--- config.mk ---
export PLATFORM = sky130hd
export DESIGN_NAME = apb_master_arb_flat
export DESIGN_NICKNAME = d
export VERILOG_FILES = /design/src/rtl/apb_master_arb_if.sv /design/src/rtl/apb_master_arb.sv /design/src/flat_wrapper.sv
export SDC_FILE = /design/constraint.sdc
export NUM_CORES = 1
export LEC_CHECK = 0
export CAP_MARGIN = 20
export CORE_MARGIN = 3
export CORE_UTILIZATION = 45
export CTS_BUF_LIST = sky130_fd_sc_hd__clkbuf_2 sky130_fd_sc_hd__clkbuf_4 sky130_fd_sc_hd__clkbuf_8
export DETAILED_ROUTE_END_ITERATION = 10
export GPL_TIMING_DRIVEN = 1
export MAX_ROUTING_LAYER = met4
export PLACE_DENSITY = 0.89
export SLEW_MARGIN = 25
export SYNTH_ARGS = -nofsm -noshare
export SYNTH_HDL_FRONTEND = slang
export SYNTH_SLANG_ARGS = --single-unit
--- constraint.sdc ---
create_clock -name clk -period 4.2 [get_ports clk]
set_clock_uncertainty 0.05 [all_clocks]
set_input_delay 0.42 -clock clk [delete_from_list [all_inputs] [get_ports clk]]
set_output_delay 0.42 -clock clk [all_outputs]
set_load 0.02 [all_outputs]
--- src/rtl/apb_master_arb_if.sv ---
// Bundle between the two local requesters, the arbitrating APB master and the
// single APB slave. The master modport is the arbiter's view; the slave
// modport is the environment's view (requesters plus APB slave).
interface apb_master_arb_if #(
   parameter int ADDR_W = 10,
   parameter int DATA_W = 32
);
   // requester 0
   logic              req0;
   logic              write0;
   logic [ADDR_W-1:0] addr0;
   logic [DATA_W-1:0] wdata0;
   logic [DATA_W-1:0] rdata0;
   logic              done0;
   logic              err0;
   // requester 1
   logic              req1;
   logic              write1;
   logic [ADDR_W-1:0] addr1;
   logic [DATA_W-1:0] wdata1;
   logic [DATA_W-1:0] rdata1;
   logic              done1;
   logic              err1;
   // APB side
   logic              select;
   logic              enable;
   logic [ADDR_W-1:0] ADDR;
   logic              WRITE;
   logic [DATA_W-1:0] WDATA;
   logic [DATA_W-1:0] RDATA;
   logic              ready_i;
   // status
   logic              busy_o;
   logic              gnt_o;

   modport master (
      input  req0, write0, addr0, wdata0,
      input  req1, write1, addr1, wdata1,
      input  RDATA, ready_i,
      output rdata0, done0, err0,
      output rdata1, done1, err1,
      output select, enable, ADDR, WRITE, WDATA,
      output busy_o, gnt_o
   );

   modport slave (
      output req0, write0, addr0, wdata0,
      output req1, write1, addr1, wdata1,
      output RDATA, ready_i,
      input  rdata0, done0, err0,
      input  rdata1, done1, err1,
      input  select, enable, ADDR, WRITE, WDATA,
      input  busy_o, gnt_o
   );
endinterface

--- src/rtl/apb_master_arb.sv ---
// Two-requester APB master: round-robin arbitration, SETUP/ACCESS sequencing,
// registered done/err pulses, read data capture and an optional ACCESS timeout.
module apb_master_arb #(
   parameter int ADDR_W  = 10,
   parameter int DATA_W  = 32,
   parameter int TIMEOUT = 16
) (
   input logic              clk,
   input logic              reset,
   apb_master_arb_if.master bus
);

   // Counter only ever needs to reach TIMEOUT-1; with TIMEOUT=0 it just wraps.
   localparam int CNT_W = (TIMEOUT > 1) ? $clog2(TIMEOUT) : 1;

   typedef enum logic [1:0] {
      IDLE   = 2'd0,
      SETUP  = 2'd1,
      ACCESS = 2'd2
   } state_e;

   state_e            state_q, state_d;
   logic              last_q, last_d;
   logic              gnt_q, gnt_d;
   logic              write_q, write_d;
   logic [ADDR_W-1:0] addr_q, addr_d;
   logic [DATA_W-1:0] wdata_q, wdata_d;
   logic [DATA_W-1:0] rdata0_q, rdata0_d;
   logic [DATA_W-1:0] rdata1_q, rdata1_d;
   logic              done0_q, done0_d;
   logic              done1_q, done1_d;
   logic              err0_q, err0_d;
   logic              err1_q, err1_d;
   logic [CNT_W-1:0]  wait_q, wait_d;
   logic              eff0, eff1, win;

   // Next-state, arbitration and completion logic.
   always_comb begin
      state_d  = state_q;
      last_d   = last_q;
      gnt_d    = gnt_q;
      write_d  = write_q;
      addr_d   = addr_q;
      wdata_d  = wdata_q;
      rdata0_d = rdata0_q;
      rdata1_d = rdata1_q;
      done0_d  = 1'b0;
      done1_d  = 1'b0;
      err0_d   = 1'b0;
      err1_d   = 1'b0;
      wait_d   = wait_q;
      // A requester is masked while its done pulse is showing so a held req
      // cannot be granted twice for one command.
      eff0     = bus.req0 & ~done0_q;
      eff1     = bus.req1 & ~done1_q;
      win      = (eff0 & eff1) ? ~last_q : eff1;

      case (state_q)
         IDLE: begin
            if (eff0 | eff1) begin
               state_d = SETUP;
               last_d  = win;
               gnt_d   = win;
               write_d = win ? bus.write1 : bus.write0;
               addr_d  = win ? bus.addr1  : bus.addr0;
               wdata_d = win ? bus.wdata1 : bus.wdata0;
            end
         end
         SETUP: begin
            state_d = ACCESS;
         end
         ACCESS: begin
            if (bus.ready_i) begin
               state_d = IDLE;
               wait_d  = '0;
               done0_d = ~gnt_q;
               done1_d = gnt_q;
               if (!write_q) begin
                  if (gnt_q) rdata1_d = bus.RDATA;
                  else       rdata0_d = bus.RDATA;
               end
            end else if ((TIMEOUT != 0) && (wait_q == CNT_W'(TIMEOUT - 1))) begin
               state_d = IDLE;
               wait_d  = '0;
               done0_d = ~gnt_q;
               done1_d = gnt_q;
               err0_d  = ~gnt_q;
               err1_d  = gnt_q;
            end else begin
               wait_d = wait_q + CNT_W'(1);
            end
         end
         default: begin
            state_d = IDLE;
         end
      endcase
   end

   // State and datapath registers; reset clears everything and favours requester 0.
   always_ff @(posedge clk or negedge reset) begin
      if (!reset) begin
         state_q  <= IDLE;
         last_q   <= 1'b1;
         gnt_q    <= 1'b0;
         write_q  <= 1'b0;
         addr_q   <= '0;
         wdata_q  <= '0;
         rdata0_q <= '0;
         rdata1_q <= '0;
         done0_q  <= 1'b0;
         done1_q  <= 1'b0;
         err0_q   <= 1'b0;
         err1_q   <= 1'b0;
         wait_q   <= '0;
      end else begin
         state_q  <= state_d;
         last_q   <= last_d;
         gnt_q    <= gnt_d;
         write_q  <= write_d;
         addr_q   <= addr_d;
         wdata_q  <= wdata_d;
         rdata0_q <= rdata0_d;
         rdata1_q <= rdata1_d;
         done0_q  <= done0_d;
         done1_q  <= done1_d;
         err0_q   <= err0_d;
         err1_q   <= err1_d;
         wait_q   <= wait_d;
      end
   end

   assign bus.select = (state_q != IDLE);
   assign bus.enable = (state_q == ACCESS);
   assign bus.busy_o = (state_q != IDLE);
   assign bus.ADDR   = addr_q;
   assign bus.WRITE  = write_q;
   assign bus.WDATA  = wdata_q;
   assign bus.gnt_o  = gnt_q;
   assign bus.rdata0 = rdata0_q;
   assign bus.rdata1 = rdata1_q;
   assign bus.done0  = done0_q;
   assign bus.done1  = done1_q;
   assign bus.err0   = err0_q;
   assign bus.err1   = err1_q;

endmodule

--- src/flat_wrapper.sv ---
// flat-port wrapper written by rule: the top's interface ports become plain ports
module apb_master_arb_flat 
#(
   parameter int ADDR_W  = 10,
   parameter int DATA_W  = 32,
   parameter int TIMEOUT = 16
)
  (clk, reset, bus_req0, bus_write0, bus_addr0, bus_wdata0, bus_req1, bus_write1, bus_addr1, bus_wdata1, bus_RDATA, bus_ready_i, bus_rdata0, bus_done0, bus_err0, bus_rdata1, bus_done1, bus_err1, bus_select, bus_enable, bus_ADDR, bus_WRITE, bus_WDATA, bus_busy_o, bus_gnt_o);
  apb_master_arb_if #(.ADDR_W(ADDR_W), .DATA_W(DATA_W)) bus_i ();
  input logic clk;
  input logic reset;
  input wire logic [$bits(bus_i.req0)-1:0] bus_req0;
  input wire logic [$bits(bus_i.write0)-1:0] bus_write0;
  input wire logic [$bits(bus_i.addr0)-1:0] bus_addr0;
  input wire logic [$bits(bus_i.wdata0)-1:0] bus_wdata0;
  input wire logic [$bits(bus_i.req1)-1:0] bus_req1;
  input wire logic [$bits(bus_i.write1)-1:0] bus_write1;
  input wire logic [$bits(bus_i.addr1)-1:0] bus_addr1;
  input wire logic [$bits(bus_i.wdata1)-1:0] bus_wdata1;
  input wire logic [$bits(bus_i.RDATA)-1:0] bus_RDATA;
  input wire logic [$bits(bus_i.ready_i)-1:0] bus_ready_i;
  output wire logic [$bits(bus_i.rdata0)-1:0] bus_rdata0;
  output wire logic [$bits(bus_i.done0)-1:0] bus_done0;
  output wire logic [$bits(bus_i.err0)-1:0] bus_err0;
  output wire logic [$bits(bus_i.rdata1)-1:0] bus_rdata1;
  output wire logic [$bits(bus_i.done1)-1:0] bus_done1;
  output wire logic [$bits(bus_i.err1)-1:0] bus_err1;
  output wire logic [$bits(bus_i.select)-1:0] bus_select;
  output wire logic [$bits(bus_i.enable)-1:0] bus_enable;
  output wire logic [$bits(bus_i.ADDR)-1:0] bus_ADDR;
  output wire logic [$bits(bus_i.WRITE)-1:0] bus_WRITE;
  output wire logic [$bits(bus_i.WDATA)-1:0] bus_WDATA;
  output wire logic [$bits(bus_i.busy_o)-1:0] bus_busy_o;
  output wire logic [$bits(bus_i.gnt_o)-1:0] bus_gnt_o;
  assign bus_i.req0 = bus_req0;
  assign bus_i.write0 = bus_write0;
  assign bus_i.addr0 = bus_addr0;
  assign bus_i.wdata0 = bus_wdata0;
  assign bus_i.req1 = bus_req1;
  assign bus_i.write1 = bus_write1;
  assign bus_i.addr1 = bus_addr1;
  assign bus_i.wdata1 = bus_wdata1;
  assign bus_i.RDATA = bus_RDATA;
  assign bus_i.ready_i = bus_ready_i;
  assign bus_rdata0 = bus_i.rdata0;
  assign bus_done0 = bus_i.done0;
  assign bus_err0 = bus_i.err0;
  assign bus_rdata1 = bus_i.rdata1;
  assign bus_done1 = bus_i.done1;
  assign bus_err1 = bus_i.err1;
  assign bus_select = bus_i.select;
  assign bus_enable = bus_i.enable;
  assign bus_ADDR = bus_i.ADDR;
  assign bus_WRITE = bus_i.WRITE;
  assign bus_WDATA = bus_i.WDATA;
  assign bus_busy_o = bus_i.busy_o;
  assign bus_gnt_o = bus_i.gnt_o;
  apb_master_arb #(.ADDR_W(ADDR_W), .DATA_W(DATA_W), .TIMEOUT(TIMEOUT)) u_core (.clk(clk), .reset(reset), .bus(bus_i));
endmodule
==> flow_summary.toml <==
[timing]
worst_pin_slew_ns = 0.8274
min_period_over_period_pct = 67.85
hold_ws_ns = -0.009488
slew_viol_final = 0
fmax_mhz = 350.9
finalSetupTns_ns = 0
setup_violations = 0
period_needed_ns = 2.850
hold_violations = 1
rsz0062_at_grt = "false"
slew_headroom_pct = 44.84

[synth]
ys_seq_area_share_pct = 52.55
synthSimpleGateAreaFrac_pct = 9.689
synth_compound_area_share_pct = 19.00
muxShareOfSynthArea_pct = 12.89
synth_fa_ha_area_share_pct = 0.2207
netlist_instances = 442
yosys.area.top_type = "dfrtp_1"
synth.distinct_cells = 36
synth_top_area_share_pct = 52.09
syn_area_sq_um = 5669
avgSynthCellArea_sq_um = 12.83
ys_top_cells_by_area = "dfrtp_1 (52%), mux2_2 (12%), and3b_1 (6.8%)"
synth_top_family_by_area = "compound AO/OA/AOI/OAI gates"
yosys_register_bits = 119
yosysWarnings = 0
synth-xor-area-share_pct = 0
syn-num-nets = 566

[layout]
drive_above_1_share_pct = 17.34
area_growth_pct = 48.31
mostFrequentLayoutCells = "clkdlybuf4s50_1 (236), dfrtp_1 (118), mux2_2 (60), o21ai_0 (47), and3b_1 (44)"
layout_commonest_cell = "clkdlybuf4s50_1"
diodes = 0
nNetsFinal = 782
nFillCells = 874

[route]
ant_nets = 0
drt_iter0_drc = 420
met3_length_um = 932
drt_wl_total_mm = 16.86
route.detailed.drc = 0
firstDrtPassIters = 5
post_drt_wl_per_cell_um = 20.15
met1_length_mm = 6.641
top_layer = "met4"
via_per_inst = 5.659
vias = 4737
dr_wl_met2_mm = 8.786

[worst_hold_path]
hp-class = "in -> async"

[outcome]
violations = "hold timing"
status = "complete, but fails checks"

[setup_path]
critPathMaxStageDelay_ns = 0.68
required_ns = 3.73
start_kind = "register"
cp_max_fo = 36
worst-endpoint-arrival_ns = 2.38
path_buf_inv = 2
setup.worst_path.end_class = "output pin"
critPathLaunch = "u_core.state_q[1]$_DFFE_PN0P_"
crit_path_top_delay_cell = "clkdlybuf4s50_1"
cp_cell_sequence = "or2_1 -> buf_4 -> clkdlybuf4s50_1"
crit_family = "buffers and inverters"
r2r_start = "u_core.bus.done1$_DFF_PN0_"
criticalPathCategory = "reg -> out"

[cts]
numCtsBuffers = 17
cts_tree = "yes"
cts_buffer_depth = 2
hold_buffers = 0
clockRootBuffer = "clkbuf_8"
ctsResizeCount = 0
clkTransAtPathRegs_ns = 0.07
cts_sinks = 119
postCtsSetupRepairBufs = 0
h-tree-depth = 4
clock_latency_ns = 0.44

[power]
power.leakage_nw = 3.516
vdd_drop_max_mv = 0.3653
power_density_nw_per_um2 = 767.9

[floorplanning]
core_area_sq_um = 12160
initial_core_util_pct = 46.62
dieArea_sq_um = 13980
rows = 40
die_y_um = 118.2
ios = 238
die_w_um = 118.2

[placed_design]
hpwlAfterDp_mm = 11.81
gp_congestion = 0.8450
port_buffers = 237

[global_routing]
grt.overflow.total = 0
grt_pass1_wl_mm = 26.66
first_global_vias = 4882
grt_max_degree = 91
grt_usage_pct = 24.77
antenna_found_initial = 0

[flow_run]
cap_violations = 0
[stage by stage]
| stage | power, W | instance area [sq um] | std cells | worst slack (ns) | util [%] |
|---|---|---|---|---|---|
| after CTS | 0.006499 | 8408 | 837 | 1.332 | 69.14 |
| after global routing | 0.006774 | 8408 | 837 | 1.204 | 69.14 |
| after detailed placement | 0.005462 | 8024 | 807 | 1.446 | 65.98 |
| final | 0.006457 | 8408 | 837 | 1.350 | 69.14 |
| after global placement | 0.005338 | 8020 | 807 | 1.513 | 65.95 |
| after floorplan | 0.003955 | 5669 | 442 | 2.408 | - |
[sequential cells by signal, summed over array words and instances, names as in the netlist]
name / flops
u_core.bus.WRITE: 1
u_core.bus.ADDR: 10
u_core.bus.done0: 1
u_core.bus.gnt_o: 1
u_core.bus.WDATA: 32
u_core.wait_q: 4
u_core.bus.done1: 1
u_core.last_q: 1
u_core.state_q: 2
u_core.bus.rdata1: 32
u_core.bus.err0: 1
u_core.bus.err1: 1
u_core.bus.rdata0: 32
[area by class of cell]
class | count | area, sq um | share of cell area (%)
flip-flops and latches | 119 | 2979 | 35.43
repair buffers | 246 | 2441 | 29.03
multi-input cells | 270 | 2372 | 28.21
clock buffers | 21 | 282.8 | 3.363
well taps | 168 | 210.2 | 2.500
clock inverters | 9 | 101.3 | 1.205
inverters | 4 | 21.27 | 0.2530
[routing by layer]
metal / vias to the layer above / global-route usage [%]
met3: 39 / 6.411
met5: - / -
met4: 0 / 9.817
met2: 198 / 40.69
met1: 2372 / 29.21
li1: 2128 / -
[cell usage after synthesis, drive strengths merged]
library cell	n
a21o	3
a2bb2oi	43
dfstp	1
nor3	3
and3b	44
nand3	3
clkinv	2
o21ai	47
ha	1
nand4b	1
mux2i	1
nand3b	1
a221oi	43
nand2	5
buf	22
inv	2
or2b	1
nor4	2
or2	1
clkbuf	27
o311ai	1
mux2	64
nor4b	1
nor3b	1
nand2b	3
a31oi	1
dfrtp	118
[power by group]
part / switching [W] / leakage [nW] / internal, W / total [W]
Combinational: 0.00166 / 1.90 / 0.00173 / 0.00338
Clock: 0.000445 / 0.200 / 0.000569 / 0.00101
Sequential: 0.000346 / 1.42 / 0.00171 / 0.00206
Total: 0.00245 / 3.52 / 0.00401 / 0.00646
[path summary, 6_finish.rpt]
path / endpoint / cells past startpoint / slack [ns]
hold reg to reg: u_core.bus.rdata0[11]$_DFFE_PN0P_ / 1 / 0.45
setup / recovery: bus_select / 3 / 1.35
max in group asynchronous: u_core.bus.rdata1[2]$_DFFE_PN0P_ / 2 / 3.17
min in group clk: u_core.bus.rdata0[11]$_DFFE_PN0P_ / 1 / 0.45
setup reg to reg: u_core.bus.ADDR[8]$_DFFE_PN0P_ / 6 / 1.76
hold / removal: u_core.bus.WDATA[15]$_DFFE_PN0P_ / 1 / -0.009
[cells by family after synthesis]
logic type                 after synthesis
muxes                                   65
and+or+nand+nor                         66
DFF                                    119
buffers and inverters                   53
AOI/OAI and AO/OA                      138
adders and majority gates                1
Note: power is estimated with default switching activity, not from simulation.
